## src/rtl/cla32_adder_reg.sv

```systemverilog
// 32-bit adder with registered {cout, sum}; carry network selectable between ripple,
// single-level CLA (4-bit groups, rippled group carries) and two-level CLA.
module cla32_adder_reg #(
  parameter int unsigned ARCH = 2
) (
  input  logic        clk,
  input  logic        rst_n,
  input  logic [31:0] a,
  input  logic [31:0] b,
  input  logic        cin,
  output logic [31:0] sum,
  output logic        cout
);

  logic [31:0] p;
  logic [31:0] g;
  logic [31:0] s;
  logic [32:0] c;

  assign p    = a ^ b;
  assign g    = a & b;
  assign c[0] = cin;
  assign s    = p ^ c[31:0];

  if (ARCH == 0) begin : g_ripple
    for (genvar i = 0; i < 32; i++) begin : g_bit
      assign c[i+1] = g[i] | (p[i] & c[i]);
    end
  end else begin : g_cla
    logic [7:0] grp_g;
    logic [7:0] grp_p;

    for (genvar k = 0; k < 8; k++) begin : g_blk
      localparam int unsigned Base = 4 * k;
      logic       ci;
      logic [3:0] bp;
      logic [3:0] bg;

      assign ci = c[Base];
      assign bp = p[Base+3:Base];
      assign bg = g[Base+3:Base];

      assign c[Base+1] = bg[0] | (bp[0] & ci);
      assign c[Base+2] = bg[1] | (bp[1] & bg[0]) | (bp[1] & bp[0] & ci);
      assign c[Base+3] = bg[2] | (bp[2] & bg[1]) | (bp[2] & bp[1] & bg[0])
                       | (bp[2] & bp[1] & bp[0] & ci);

      assign grp_g[k] = bg[3] | (bp[3] & bg[2]) | (bp[3] & bp[2] & bg[1])
                      | (bp[3] & bp[2] & bp[1] & bg[0]);
      assign grp_p[k] = &bp;
    end

    if (ARCH == 1) begin : g_single
      // Group carry-out depends on this group's own carry-in: groups ripple.
      for (genvar k = 0; k < 8; k++) begin : g_chain
        assign c[4*k+4] = grp_g[k] | (grp_p[k] & c[4*k]);
      end
    end else begin : g_multi
      logic [8:1] grp_c;

      // Each group carry is a sum of products over cin and lower group P/G only,
      // never over another computed group carry.
      always_comb begin
        logic acc;
        logic prod;
        grp_c = '0;
        for (int k = 1; k <= 8; k++) begin
          acc  = 1'b0;
          prod = 1'b1;
          for (int j = k - 1; j >= 0; j--) begin
            acc  = acc | (grp_g[j] & prod);
            prod = prod & grp_p[j];
          end
          grp_c[k] = acc | (prod & cin);
        end
      end

      for (genvar k = 1; k <= 8; k++) begin : g_dist
        assign c[4*k] = grp_c[k];
      end
    end
  end

  always_ff @(posedge clk or negedge rst_n) begin
    if (!rst_n) begin
      sum  <= 32'h0;
      cout <= 1'b0;
    end else begin
      sum  <= s;
      cout <= c[32];
    end
  end

endmodule

```

## config.mk

```make
export PLATFORM = sky130hd
export DESIGN_NAME = cla32_adder_reg
export DESIGN_NICKNAME = d
export VERILOG_FILES = /design/src/rtl/cla32_adder_reg.sv
export SDC_FILE = /design/constraint.sdc
export NUM_CORES = 1
export LEC_CHECK = 0
export ABC_CLOCK_PERIOD_IN_PS = 800
export BUFFER_PORTS_ARGS = -buffer_cell sky130_fd_sc_hd__buf_2
export CAP_MARGIN = 10
export CELL_PAD_IN_SITES_DETAIL_PLACEMENT = 1
export CELL_PAD_IN_SITES_GLOBAL_PLACEMENT = 2
export CORE_MARGIN = 2
export CORE_UTILIZATION = 28
export CTS_CLUSTER_DIAMETER = 30
export DETAILED_ROUTE_END_ITERATION = 7
export PLACE_DENSITY_LB_ADDON = 0.1
export SLEW_MARGIN = 20
export SYNTH_ARGS = -nofsm -noshare
export SYNTH_HDL_FRONTEND = slang
export SYNTH_SLANG_ARGS = --single-unit
```

## constraint.sdc

```tcl
create_clock -name clk -period 0.8 [get_ports clk]
set_input_delay 0.04 -clock clk [delete_from_list [all_inputs] [get_ports clk]]
set_output_delay 0.04 -clock clk [all_outputs]
set_load 0.1 [all_outputs]
```

==> results of run 1 <==
==> power by group through the flow <==
stage / Clock (mW) / Sequential (mW) / Combinational, mW
floorplan: 0 / 4.89 / 0.965
global placement: 0 / 2.43 / 6.02
detailed placement: 0 / 2.44 / 6.11
CTS: 1.69 / 2.42 / 6.37
global route: 1.75 / 2.45 / 6.79
finish: 1.63 / 2.41 / 6.50
==> state kept, by name, summed over array words and instances (netlist names) <==
| signal | flops |
|---|---|
| sum | 32 |
| cout | 1 |
==> worst max-delay path, cell delays in order <==
cell       delay, ns
buf_6           0.10
ha_4            0.23
a21o_1          0.19
a221oi_4        0.29
a2bb2oi_2       0.20
nand3_2         0.13
a31oi_4         0.21
o21bai_4        0.10
fa_2            0.36
xor2_1          0.15
==> layout make-up <==
class,instances,area (sq um)
tap,102,127.6
clock buffer,7,86.33
multi-input combinational,149,1667
clock inverter,1,30.03
inverter,8,30.03
timing repair buffer,185,1832
fill,788,3009
sequential,33,865.8
==> routing by layer <==
layer,wire [microns],track usage (%)
met5,0,0
met2,4248,33.52
met1,2713,19.26
met4,45,2.612
met3,302,2.958
==> cell usage in the layout (no fill, tap or decap), types with 2 or more instances in the layout <==
cell      netlist  routed
nor2b_1         2       2
inv_1           8       7
nand2_4         0       3
a21oi_1        11       5
buf_2           0      45
o21a_1          4       3
a31oi_4         0       3
o21ai_1         0       3
nand4_1         5       5
a21oi_2         2       8
o211ai_1        2       2
ha_4            0      13
ha_1           32      19
xor2_1         11      11
xnor2_1        12      10
dfrtp_2         0      32
a21o_1         14      14
nor2_2          0       2
buf_6           0      32
fa_2            0       7
xnor2_2         0       2
nand2_1         8       5
buf_4           0      72
buf_12          0      34
nor2_1         12      10
clkbuf_8        0       6
==> worst max-delay path by stage <==
stage / startpoint / endpoint / slack [ns]
3_3_place_gp: a[21] / sum[29] / -1.45
6_report: a[1] / sum[29] / -1.04
2_1_floorplan: a[3] / sum[29] / -1.15
4_1_cts: a[1] / sum[29] / -1.03
5_1_grt: a[5] / sum[23] / -1.21
3_5_place_dp: a[3] / sum[31] / -1.48
==> cells by family after synthesis <==
group                    after synthesis  synth area share, %
AO/OA/AOI/OAI                         51                17.93
adder cells (fa/ha/maj)               40                25.75
AND/OR/NAND/NOR                       35                7.759
flip-flops                            33                37.93
XOR/XNOR                              23                9.253
buffers and inverters                  8                1.379
==> timing repair <==
action,CTS,global route
endpoints found under the setup margin,64,64
endpoints found under the hold margin,33,0
pin swaps,47,45
buffers inserted,9,7
hold buffers,1,0
resized for setup,43,33
==> results.json, run 1 <==
{
  "syn-num-nets": 297,
  "start_kind": "input pin",
  "grt_first_pass_wirelength_microns": 11530,
  "design_area_sq_um": 4638,
  "clock_path_buffers": 2,
  "intPower_mw": 5.779,
  "finalPower_mw": 10.54,
  "drive_above_1_share_pct": 71.54,
  "areaGrowthSynthToFinish_pct": 113.0,
  "core_sq_um": 7647,
  "cts_tree": "built",
  "power_switching_mw": 4.764,
  "dieArea_sq_um": 8496,
  "whs_ns": 0.09543,
  "antenna_found_initial": 0,
  "arrival_ns": 2.00,
  "slew-limit-headroom_pct": 78.26,
  "initial_core_util_pct": 28.47,
  "port_buffers": 99,
  "p_per_area_nw_per_um2": 2273,
  "critical_path_class": "in2reg",
  "drt.antenna.violating_nets": 0,
  "netlist_top_cells_area": "dfrtp_1 38%, ha_1 18%, fa_1 7.4%",
  "fin_util_pct": 60.65,
  "avgSynthCellArea_sq_um": 11.46,
  "min-delay-start": "a[24]",
  "synth_flop_cell": "dfrtp_1",
  "hold_viol": 0,
  "die_h_microns": 92.18,
  "grt_pass1_vias": 2448,
  "synth_top_area_cell": "dfrtp_1",
  "p_sw_share_pct": 45.19,
  "clock-root-buffer": "clkbuf_8",
  "placed_cells": 462,
  "report.final.slew_viol_count": 0,
  "dpl_worst_slack_ns": -1.477,
  "fin_crit_ns": 1.840,
  "cp_max_fo": 3,
  "drt-pass1-iter-count": 4,
  "vias": 2197,
  "rsz0062_at_grt": "true",
  "grt_max_degree": 34,
  "ys_ff_latch": 33,
  "ys_seq_area_share_pct": 37.93,
  "grt.total_usage_pct": 17.00,
  "routabilityCongestion": 0.7488,
  "synth_edf_count": 0,
  "post-synth-top-area-fraction_pct": 37.93,
  "synth_commonest_cells": "33 x dfrtp_1, 32 x ha_1, 14 x a21o_1",
  "clkPwrFrac_pct": 15.5,
  "ys_warn_count": 0,
  "peakVddDrop_v": 0.001093,
  "fin_crit_sh_pct": 230.0,
  "clk_pin_slew_ns": 0.07,
  "routedWlPerCell_microns": 15.07,
  "layout_setup_ws_ns": -1.040,
  "cellLeakagePower_nw": 2.176,
  "pwr-share-seq_pct": 22.9,
  "fin_tns_setup_ns": -30.12,
  "hold_path_class": "in2reg",
  "num_rows": 32,
  "synth_most_common_cell": "dfrtp_1",
  "violations": "setup timing",
  "syn_inst": 190,
  "worstHoldPathCells": 2,
  "tightest_slew_ns": 0.3247,
  "htree_levels": 2,
  "placed_cell_area_sq_um": 4038,
  "setup_viol": 64,
  "cts_buffers": 5,
  "maxCapViolCount": 0,
  "nets": 489,
  "diodes": 0,
  "drtIter0Drc": 24,
  "dp_hpwl_microns": 5472,
  "io_pins": 100,
  "ys_types": 33,
  "grt_overflow": 0,
  "fmax_mhz": 543.6,
  "syn_area_sq_um": 2177,
  "crit_required_ns": 0.97,
  "viasPerCell": 4.530,
  "hold_end": "sum[24]",
  "status": "complete, but fails checks",
  "finalNonFillerCells": 485,
  "die_width_microns": 92.18,
  "synthArstFlopShare_pct": 100.0,
  "clkSinkCount": 33,
  "cp-end-kind": "flip-flop",
  "wl_microns": 7309,
  "pwr-share-comb_pct": 61.6,
  "drc": 0
}
(Power assumes the default switching activity.)
==> run 2, diff against run 1 <==
CORE_MARGIN = unset   (was 2)
==> run 2 against run 1 <==
  * The flow still finishes with violations (setup timing)
  * Critical path depth stayed put
  * Sequential power hardly changed
  * Clock power down 13%
  * Critical endpoint is now sum[20]
==> results.json, run 2 (synthesis gave the netlist of run 1 again) <==
{
  "status": "complete, but fails checks",
  "violations": "setup timing",
  "clock_path_buffers": 2,
  "htree_levels": 2,
  "critical_path_class": "in2reg",
  "finalNonFillerCells": 470,
  "drc": 0,
  "port_buffers": 99,
  "layout_setup_ws_ns": -0.9781,
  "fin_crit_ns": 1.778,
  "die_h_microns": 90.18,
  "fin_util_pct": 61.53,
  "finalPower_mw": 10.23,
  "drtIter0Drc": 21,
  "crit_required_ns": 0.96,
  "cpPeakStageDelay_ns": 0.45,
  "tightest_slew_ns": 0.4401,
  "cp_cell_sequence": "buf_6, ha_4, nand4_1, or2_4, o21a_4, nand3_4, buf_4, nand2_4, o21ai_4, fa_2",
  "whs_ns": 0.08946,
  "drt.antenna.violating_nets": 0,
  "drt-pass1-iter-count": 4,
  "startpoint": "b[7]",
  "cp_max_fo": 4,
  "design_area_sq_um": 4534,
  "critPathSlowestCell": "fa_2",
  "initial_core_util_pct": 29.54,
  "routedWlPerCell_microns": 14.50,
  "p_per_area_nw_per_um2": 2256,
  "dp_hpwl_microns": 5319,
  "cp.depth": 10,
  "nets": 477,
  "placed_cells": 449,
  "peakVddDrop_v": 0.001232,
  "clk_pin_slew_ns": 0.08,
  "final_common_cell": "buf_4",
  "dieArea_sq_um": 8132,
  "diodes": 0,
  "drive_above_1_share_pct": 71.97,
  "slew-limit-headroom_pct": 70.35,
  "io_pins": 100,
  "num_rows": 31,
  "clkSinkCount": 33,
  "antenna_found_initial": 0,
  "grt_max_degree": 34,
  "regMostFlops": "sum",
  "maxCapViolCount": 0,
  "wl_microns": 6813,
  "areaGrowthSynthToFinish_pct": 108.3,
  "worst-path-buf-inv": 2,
  "arrival_ns": 1.94,
  "cp-end-kind": "flip-flop",
  "clock-root-buffer": "clkbuf_8",
  "cts_tree": "built",
  "grt.total_usage_pct": 17.37,
  "grt_first_pass_wirelength_microns": 11220,
  "rsz0062_at_grt": "true",
  "die_width_microns": 90.18,
  "fin_crit_sh_pct": 222.3,
  "hold_viol": 0,
  "hold_path_class": "in2reg",
  "path_delay_family": "adder cells",
  "grt_overflow": 0,
  "reg_top3": "sum (32), cout (1)",
  "fmax_mhz": 562.4,
  "cellLeakagePower_nw": 2.107,
  "placed_cell_area_sq_um": 3959,
  "report.final.slew_viol_count": 0,
  "layout_common_cells": "68 x buf_4, 46 x buf_2, 34 x buf_12, 32 x dfrtp_2, 23 x buf_6",
  "viasPerCell": 4.528,
  "cp-endpoint": "sum[20]",
  "start_kind": "input pin",
  "largest_reg_flops": 32,
  "grt_pass1_vias": 2410,
  "routabilityCongestion": 0.7217,
  "setup_viol": 63,
  "core_sq_um": 7370,
  "vias": 2128,
  "cts_buffers": 5
}
==> run 2: worst min path at each step <==
| stage | end | slack (ns) | cells after the start | startpoint |
|---|---|---|---|---|
| after floorplan | cout | -0.26 | 0 | rst_n |
| after detailed placement | sum[7] | 0.02 | 2 | rst_n |
| after global routing | sum[31] | 0.11 | 3 | b[31] |
| after CTS | sum[31] | 0.08 | 3 | b[31] |
| final | sum[31] | 0.09 | 3 | b[31] |
| after global placement | sum[7] | 0.02 | 2 | rst_n |
==> run 2: power breakdown <==
group | total, mW | switching [mW] | internal (mW)
Sequential | 2.40 | 0.304 | 2.09
Combinational | 6.42 | 3.82 | 2.60
Clock | 1.41 | 0.634 | 0.779
==> run 2: final cells by class <==
cell class / count / area [sq um]
flip-flops and latches: 33 / 865.8
inverters: 8 / 30.03
clock inverters: 1 / 5.005
fillers: 778 / 2835
clock buffers: 7 / 96.34
multi-input cells: 149 / 1708
repair buffers: 173 / 1705
well taps: 99 / 123.9
==> run 2: metrics by stage <==
| stage | setup WS (ns) | setup TNS [ns] |
|---|---|---|
| after floorplan | -1.150 | -25.41 |
| after global placement | -1.344 | -33.43 |
| after detailed placement | -1.381 | -34.21 |
| after CTS | -0.9896 | -27.60 |
| final | -0.9781 | -27.69 |
| after global routing | -1.034 | -30.72 |
==> run 2: timing repair <==
item	in CTS	in global routing
resized for setup	53	22
endpoints found under the setup margin	64	64
setup buffers	7	5
endpoints found under the hold margin	33	0
hold buffers	1	0
pin swaps	20	24
==> run 2: tightest hold or removal path, delay by kind of cell <==
kind / cells / cell delay [ns]
XOR/XNOR: 1 / 0.07
adder cells (fa/ha/maj): 1 / 0.15
buffers and inverters: 1 / 0.08
==> run 2: routing by layer <==
| layer | vias up | wire length [microns] | global-route usage (%) |
|---|---|---|---|
| li1 | 1045 | - | - |
| met1 | 1027 | 2906 | 20.71 |
| met2 | 54 | 3569 | 31.49 |
| met3 | 2 | 300 | 3.976 |
| met4 | 0 | 36 | 4.032 |
| met5 | - | 0 | 0 |
